==> src/rtl/bus_arb_pkg.sv <==
// Shared types and constants for the 4-master round-robin bus arbiter.
package bus_arb_pkg;

  localparam int unsigned NUM_MASTERS = 4;
  localparam int unsigned SEL_W       = 2;

  typedef enum logic {
    IDLE,
    OWN
  } state_e;

  localparam logic [SEL_W-1:0] M_IFETCH = 2'd0;
  localparam logic [SEL_W-1:0] M_DATA   = 2'd1;
  localparam logic [SEL_W-1:0] M_DEBUG  = 2'd2;
  localparam logic [SEL_W-1:0] M_DMA    = 2'd3;

  function automatic logic [NUM_MASTERS-1:0] onehot(input logic [SEL_W-1:0] idx);
    return NUM_MASTERS'(1) << idx;
  endfunction

endpackage

==> src/rtl/bus_arbiter_4_if.sv <==
// Request/grant bundle between the bus masters and the arbiter.
interface bus_arbiter_4_if;
  import bus_arb_pkg::*;

  logic [NUM_MASTERS-1:0] req;
  logic                   done;
  logic [NUM_MASTERS-1:0] gnt;
  logic [SEL_W-1:0]       sel;
  logic                   busy;
  logic                   timeout_err;
  logic [SEL_W-1:0]       err_id;

  // Arbiter side
  modport slave (
    input  req, done,
    output gnt, sel, busy, timeout_err, err_id
  );

  // Requester / environment side
  modport master (
    output req, done,
    input  gnt, sel, busy, timeout_err, err_id
  );

endinterface

==> src/rtl/rr_pick4.sv <==
// Combinational round-robin picker: first request found searching ptr, ptr+1, ... mod 4.
module rr_pick4 import bus_arb_pkg::*; (
  input  logic [NUM_MASTERS-1:0] req,
  input  logic [SEL_W-1:0]       ptr,
  output logic                   valid,
  output logic [SEL_W-1:0]       idx
);

  always_comb begin
    valid = 1'b0;
    idx   = ptr;
    for (int unsigned i = 0; i < NUM_MASTERS; i++) begin
      logic [SEL_W-1:0] cand;
      cand = ptr + SEL_W'(i);
      if (!valid && req[cand]) begin
        valid = 1'b1;
        idx   = cand;
      end
    end
  end

endmodule

==> src/rtl/bus_arbiter_4.sv <==
// Round-robin arbiter for the shared 32-bit bus: one transaction per grant,
// same-edge re-arbitration on release, and a watchdog that reclaims a stalled owner.
module bus_arbiter_4 import bus_arb_pkg::*; #(
  parameter int unsigned TIMEOUT = 255
) (
  input  logic            clk,
  input  logic            rst_n,
  bus_arbiter_4_if.slave  bus
);

  localparam bit         WdEn    = (TIMEOUT != 0);
  localparam logic [7:0] CntLast = (TIMEOUT == 0) ? 8'd0 : 8'(TIMEOUT - 1);

  state_e                 state_q, state_d;
  logic [SEL_W-1:0]       ptr_q, ptr_d;
  logic [7:0]             cnt_q, cnt_d;
  logic [NUM_MASTERS-1:0] gnt_q, gnt_d;
  logic [SEL_W-1:0]       sel_q, sel_d;
  logic                   terr_q, terr_d;
  logic [SEL_W-1:0]       err_id_q, err_id_d;

  logic                   pick_valid;
  logic [SEL_W-1:0]       pick_idx;
  logic                   arbitrate;
  logic                   owner_req;
  logic                   wd_hit;

  // ptr_q already sits one past the current owner, so a releasing owner is searched last.
  rr_pick4 u_pick (
    .req   (bus.req),
    .ptr   (ptr_q),
    .valid (pick_valid),
    .idx   (pick_idx)
  );

  assign owner_req = bus.req[sel_q];
  assign wd_hit    = WdEn && (cnt_q == CntLast);

  always_comb begin
    state_d   = state_q;
    ptr_d     = ptr_q;
    cnt_d     = cnt_q;
    gnt_d     = gnt_q;
    sel_d     = sel_q;
    terr_d    = 1'b0;
    err_id_d  = err_id_q;
    arbitrate = 1'b0;

    unique case (state_q)
      IDLE: arbitrate = 1'b1;
      OWN: begin
        if (bus.done || !owner_req || wd_hit) begin
          arbitrate = 1'b1;
          // Completion and abort take precedence over the watchdog.
          if (!bus.done && owner_req) begin
            terr_d   = 1'b1;
            err_id_d = sel_q;
          end
        end else if (cnt_q != 8'hff) begin
          cnt_d = cnt_q + 8'd1;
        end
      end
    endcase

    if (arbitrate) begin
      if (pick_valid) begin
        state_d = OWN;
        gnt_d   = onehot(pick_idx);
        sel_d   = pick_idx;
        ptr_d   = pick_idx + SEL_W'(1);
        cnt_d   = 8'd0;
      end else begin
        state_d = IDLE;
        gnt_d   = '0;
      end
    end
  end

  always_ff @(posedge clk or negedge rst_n) begin
    if (!rst_n) begin
      state_q  <= IDLE;
      ptr_q    <= '0;
      cnt_q    <= '0;
      gnt_q    <= '0;
      sel_q    <= M_IFETCH;
      terr_q   <= 1'b0;
      err_id_q <= '0;
    end else begin
      state_q  <= state_d;
      ptr_q    <= ptr_d;
      cnt_q    <= cnt_d;
      gnt_q    <= gnt_d;
      sel_q    <= sel_d;
      terr_q   <= terr_d;
      err_id_q <= err_id_d;
    end
  end

  assign bus.gnt         = gnt_q;
  assign bus.sel         = sel_q;
  assign bus.busy        = |gnt_q;
  assign bus.timeout_err = terr_q;
  assign bus.err_id      = err_id_q;

endmodule

==> src/flat_wrapper.sv <==
// flat-port wrapper written by rule: the top's interface ports become plain ports
module bus_arbiter_4_flat import bus_arb_pkg::*;
#(
  parameter int unsigned TIMEOUT = 255
)
  (clk, rst_n, bus_req, bus_done, bus_gnt, bus_sel, bus_busy, bus_timeout_err, bus_err_id);
  bus_arbiter_4_if bus_i ();
  input  logic clk;
  input  logic rst_n;
  input wire logic [$bits(bus_i.req)-1:0] bus_req;
  input wire logic [$bits(bus_i.done)-1:0] bus_done;
  output wire logic [$bits(bus_i.gnt)-1:0] bus_gnt;
  output wire logic [$bits(bus_i.sel)-1:0] bus_sel;
  output wire logic [$bits(bus_i.busy)-1:0] bus_busy;
  output wire logic [$bits(bus_i.timeout_err)-1:0] bus_timeout_err;
  output wire logic [$bits(bus_i.err_id)-1:0] bus_err_id;
  assign bus_i.req = bus_req;
  assign bus_i.done = bus_done;
  assign bus_gnt = bus_i.gnt;
  assign bus_sel = bus_i.sel;
  assign bus_busy = bus_i.busy;
  assign bus_timeout_err = bus_i.timeout_err;
  assign bus_err_id = bus_i.err_id;
  bus_arbiter_4 #(.TIMEOUT(TIMEOUT)) u_core (.clk(clk), .rst_n(rst_n), .bus(bus_i));
endmodule
==> config.mk <==
export PLATFORM = sky130hd
export DESIGN_NAME = bus_arbiter_4_flat
export DESIGN_NICKNAME = d
export VERILOG_FILES = /design/src/rtl/bus_arb_pkg.sv /design/src/rtl/bus_arbiter_4_if.sv /design/src/rtl/rr_pick4.sv /design/src/rtl/bus_arbiter_4.sv /design/src/flat_wrapper.sv
export SDC_FILE = /design/constraint.sdc
export NUM_CORES = 1
export LEC_CHECK = 0
export CAP_MARGIN = 0
export CORE_ASPECT_RATIO = 0.9
export CORE_MARGIN = 2
export CORE_UTILIZATION = 60
export CTS_CLUSTER_SIZE = 25
export DETAILED_ROUTE_END_ITERATION = 16
export DONT_BUFFER_PORTS = 1
export GPL_ROUTABILITY_DRIVEN = 1
export GPL_TIMING_DRIVEN = 0
export PLACE_DENSITY = 0.76
export SLEW_MARGIN = 20
export SYNTH_ARGS = -nofsm -noshare
export SYNTH_HDL_FRONTEND = slang
export SYNTH_SLANG_ARGS = --single-unit
==> constraint.sdc <==
create_clock -name clk -period 2.14 [get_ports clk]
set_input_delay 0.321 -clock clk [delete_from_list [all_inputs] [get_ports clk]]
set_output_delay 0.321 -clock clk [all_outputs]
set_load 0.02 [all_outputs]
# After elaboration in Yosys (flattened, before gate mapping)
# Index checks and enable logic that the tools add are counted.
# word_totals
ff_bits,20
in_bits,7
output_inout_bits,10
word_cells,64
# classes
add_sub_neg,5
n_lt_le_gt_ge,5
eq_ne,2
n_shift,1
mux,29
n_bitwise,1
n_reduce_logical,14
# op_table
cell,count
$mux 8,5
$lt 2x3->1 const B,5
$mux 1,14
$bmux 1 s2,5
$add 8x1->8 const B,1
$eq 8x8->1 const B,1
$ne 8x8->1 const B,1
$mux 2,3
$logic_not 1->1,5
$add 2x1->2 const B,2
$add 2x2->2 const B,2
$logic_and 1x1->1,4
$mux 4,1
$reduce_or 4->1,1
$shl 1x2->4 const A,1
$reduce_and 3->1,1
$logic_or 1x1->1,2
$pmux 1 s2,1
$reduce_and 2->1,1
$not 1->1,1

# Logic depth before layout (Yosys ltp)
# logic_depth
word_depth,14
mapped_depth,8
mapped_depth_nobuf,7

# Modules after synthesis
# From an unflattened synthesis, not the netlist that was laid out.
# unflattened
hier_cells,126
area_unflattened_um2,1196.1
# by_module_without_submodules
module,instances,cells_per_inst,area_each_um2,seq_area_each_um2
bus_arbiter_4,1,110,1099.8,500.5
rr_pick4,1,16,96.3,0.0

# Worst setup path before layout
# Ideal clock, no wire load.
# synth_path
path_kind,register to register
from,register u_core.sel_q[0] (netlist: u_core.bus.sel[0])
to,register u_core.sel_q[0] (netlist: u_core.bus.sel[0])
arrival_ns,1.571
required_time_ns,2.012
slack_ns,0.442
stages_incl_launch_ff,6
path_buffers,1
synth_period_minus_slack_ns,1.698
cell_sequence,dfrtp_1 mux2i_1 o22ai_2 buf_4 a21oi_4 mux2_1
# synth_via
elab_chain_cells,8
# synth_lines
element,line_no,source
from (decl),bus_arbiter_4.sv:18,"logic [SEL_W-1:0] sel_q, sel_d;"
from (signal assigned),bus_arbiter_4.sv:93,sel_q <= sel_d;
$bmux 1 s2,bus_arbiter_4.sv:36,assign owner_req = bus.req[sel_q];
$mux 1 (implied by the code),bus_arbiter_4.sv:36,
$logic_not 1->1,bus_arbiter_4.sv:52,if (bus.done || !owner_req || wd_hit) begin
$logic_or 1x1->1 (2 in series),bus_arbiter_4.sv:52,
$mux 1,bus_arbiter_4.sv:52,
$pmux 1 s2,bus_arbiter_4.sv:49,unique case (state_q)
$reduce_and 2->1 (no source line),--,
# No other way between the ends. The select of a mux whose other input is x is not followed.
# A chain may end at the register's enable or synchronous reset.

# Worst setup path in the final report
# layout_path
from,register u_core.cnt_q[0]
to,register u_core.cnt_q[7]
# layout_via
elab_chain_cells,6
elab_cells_between_ends,11
# layout_lines
element,line_no,source
from (decl),bus_arbiter_4.sv:16,"logic [7:0] cnt_q, cnt_d;"
from (signal assigned),bus_arbiter_4.sv:91,cnt_q <= cnt_d;
$add 8x1->8 (tied with other cells),bus_arbiter_4.sv:60,cnt_d = cnt_q + 8'd1;
$mux 8 / $logic_or 1x1->1 (equally long branches),"bus_arbiter_4.sv:59, bus_arbiter_4.sv:52",
$mux 8,bus_arbiter_4.sv:52,
$mux 8,bus_arbiter_4.sv:49,
$mux 8,bus_arbiter_4.sv:66,if (pick_valid) begin
$mux 8 *,bus_arbiter_4.sv:65,if (arbitrate) begin
via u_core.cnt_d[7],bus_arbiter_4.sv:16,
# The timed path passes the listed nets; every way through them passes the cells marked *.

==> flow_summary.json <==
{
  "syn_area_mm2": 0.00121,
  "synth_top_area_cell": "dfrtp_1",
  "nets": 134,
  "run_status": "finished, final reports clean",
  "powerDensity_mw_per_mm2": 1010,
  "rsz0062_at_grt": "no",
  "fillers": 160,
  "initial_utilization_pct": 63.0,
  "timing.final.crit_share_pct": 92.7,
  "multi_input_area_um2": 636,
  "clockRootBuffer": "clkbuf_4",
  "via_count": 904,
  "die_w_um": 51.3,
  "hold_class": "in2reg",
  "end_kind": "register",
  "via_per_inst": 6.28,
  "cts_tree": "yes",
  "power_leakage_nw": 0.589,
  "synth_common_cells": "dfrtp_1 (20), inv_1 (11), nor2b_1 (8)",
  "die_area_mm2": 0.00239,
  "grt_max_degree": 21,
  "ir_drop_v": 0.000785,
  "cts_made_buffers": 3,
  "synth.area.top_cells": "dfrtp_1 (41%), ha_1 (6.2%), mux2_2 (5.6%), nor2b_1 (4.1%), inv_1 (3.4%)",
  "drive_gt1_share_pct": 14.3,
  "portBuffers": 0,
  "crit_type": "reg2reg",
  "wl_um": 2250,
  "regArea_um2": 500,
  "pin_count": 17,
  "rrSetupSlack_ns": 0.16,
  "whs_path_depth": 2,
  "reg2reg_depth": 6,
  "placed_area_mm2": 0.00124,
  "fin_setup_tns_ns": 0,
  "die_h_um": 46.5,
  "period_needed_ns": 1.98,
  "postSynthAreaPerCell_um2": 10.5,
  "clock_path_buffers": 2,
  "antenna_found_initial": 0,
  "row_count": 15,
  "htreeDepth": 1,
  "insertion_delay_ns": 0.29,
  "ys_types": 40,
  "clkTransAtPathRegs_ns": 0.10,
  "synth-seq-cells": 20,
  "syn_inst": 115,
  "tightest_slew_ns": 0.885,
  "min_to": "u_core.state_q",
  "start_kind": "register",
  "worstReg2RegStart": "u_core.cnt_q[0]",
  "grt_pass1_wl_um": 3780,
  "avgRoutedWirePerCell_um": 15.6,
  "synth.most_common_cell": "dfrtp_1",
  "cts_sinks": 20,
  "final_antenna_net_count": 0,
  "grt_usage_pct": 22.1,
  "synthArstFlopShare_pct": 100,
  "yosysWarnings": 0,
  "cts_resized": 0,
  "drv_slew": 0,
  "timing.max_cap.violations": 0,
  "reg2reg_to": "u_core.cnt_q[7]",
  "gp_congestion": 0.830,
  "dp_hpwl_um": 1650,
  "detail_route.drc_violations": 0,
  "p_total_mw": 1.28,
  "synth_top_area_share_pct": 41.5,
  "required_ns": 2.31,
  "clock_skew_ns": 0.00383,
  "slew_headroom_pct": 40.8,
  "areaGrowthSynthToFinish_pct": 5.29,
  "synth-edff-count": 0,
  "core_area_mm2": 0.00191,
  "grt_pass1_vias": 873,
  "fin_area_mm2": 0.00127,
  "hold_viol": 0,
  "synth.net_count": 128,
  "grt_overflow": 0,
  "synth-seq-area-share_pct": 41.5,
  "drtPass1Iterations": 4,
  "fmax_mhz": 504,
  "hp-start": "bus_req[2]",
  "diodes": 0,
  "path_max_fanout": 6,
  "worstPathArrival_ns": 2.15,
  "drt_iter0_drc": 12,
  "setup_violations": 0,
  "synth_flop_cell": "dfrtp_1"
}
-- cells by family after synthesis --
family	count (synthesis)	share of synthesized area, %
AOI/OAI and AO/OA	22	14.3
adders and majority gates	6	6.22
buffers and inverters	16	5.81
DFF	20	41.5
muxes	12	10.9
and+or+nand+nor	39	21.3
-- where the power goes --
part,leakage (nW),switching (mW),internal [mW],total [mW]
combinational,0.315,0.247,0.234,0.481
clock,0.0138,0.101,0.0655,0.167
sequential,0.259,0.167,0.467,0.634
total,0.589,0.516,0.767,1.28
-- how the worst max path moves through the flow --
stage,startpoint,to,slack [ns],cells after the start
3_5_place_dp,u_core.cnt_q[0],u_core.cnt_q[7],0.22,6
5_1_grt,u_core.cnt_q[0],u_core.cnt_q[7],0.12,6
2_1_floorplan,u_core.bus.sel[0],u_core.bus.sel[0],0.44,5
3_3_place_gp,u_core.bus.sel[0],u_core.bus.sel[0],0.30,5
6_report,u_core.cnt_q[0],u_core.cnt_q[7],0.16,6
4_1_cts,u_core.cnt_q[0],u_core.cnt_q[7],0.20,6
-- critical path, cell delays in order (launching register included) --
cell      delay [ns]
dfrtp_1         0.44
ha_1            0.25
and3_1          0.18
clkbuf_1        0.15
o21bai_1        0.32
nor4bb_1        0.42
nor4b_2         0.09
-- stage by stage --
| stage | hold slack, ns | utilization (%) | setup WS, ns | instances |
|---|---|---|---|---|
| 3_5_place_dp | 0.0258 | 64.6 | 0.221 | 140 |
| 4_1_cts | 0.170 | 66.3 | 0.195 | 144 |
| 6_report | 0.183 | 66.3 | 0.156 | 144 |
| 5_1_grt | 0.186 | 66.3 | 0.121 | 144 |
| 2_1_floorplan | 0.0254 | - | 0.442 | 115 |
| 3_3_place_gp | 0.0258 | 64.6 | 0.299 | 140 |
-- layout make-up --
type                            instances  area share [%]
Sequential cell                        20            39.4
Inverter                               11            3.25
Clock buffer                            3            1.77
Multi-Input combinational cell         79            50.0
Tap cell                               25            2.46
Timing Repair Buffer                    1           0.788
Buffer                                  5            2.27
-- layer usage --
metal	GRT usage, %	wire (um)	up-vias
met5	0	0	-
met4	8.42	27	0
met3	6.82	125	4
met2	37.1	1070	28
met1	27.1	1020	440
li1	-	-	432
-- registers in the layout (all words and copies together) (netlist names) --
name,flops
u_core.bus.gnt,4
u_core.bus.err_id,2
u_core.bus.sel,2
u_core.ptr_q,2
u_core.bus.timeout_err,1
u_core.state_q,1
u_core.cnt_q,8
-- timing repair --
| item | in CTS | in global routing |
|---|---|---|
| hold buffers | 1 | 0 |
| setup buffers | 0 | 0 |
| hold endpoints to repair | 20 | 0 |
-- layout by cell type (no fill, tap or decap), drive strengths merged, types with 2 or more instances in the layout --
cell type	count
inv	11
mux2i	3
and3	2
o211ai	2
nand2b	3
a31oi	4
nand4	3
o22ai	2
nor2	4
dfrtp	20
nor2b	8
nand2	3
buf	4
a21oi	4
nand3	6
clkbuf	4
and4	2
mux2	9
a311oi	2
ha	6
Power figures use the tool's default switching activity.
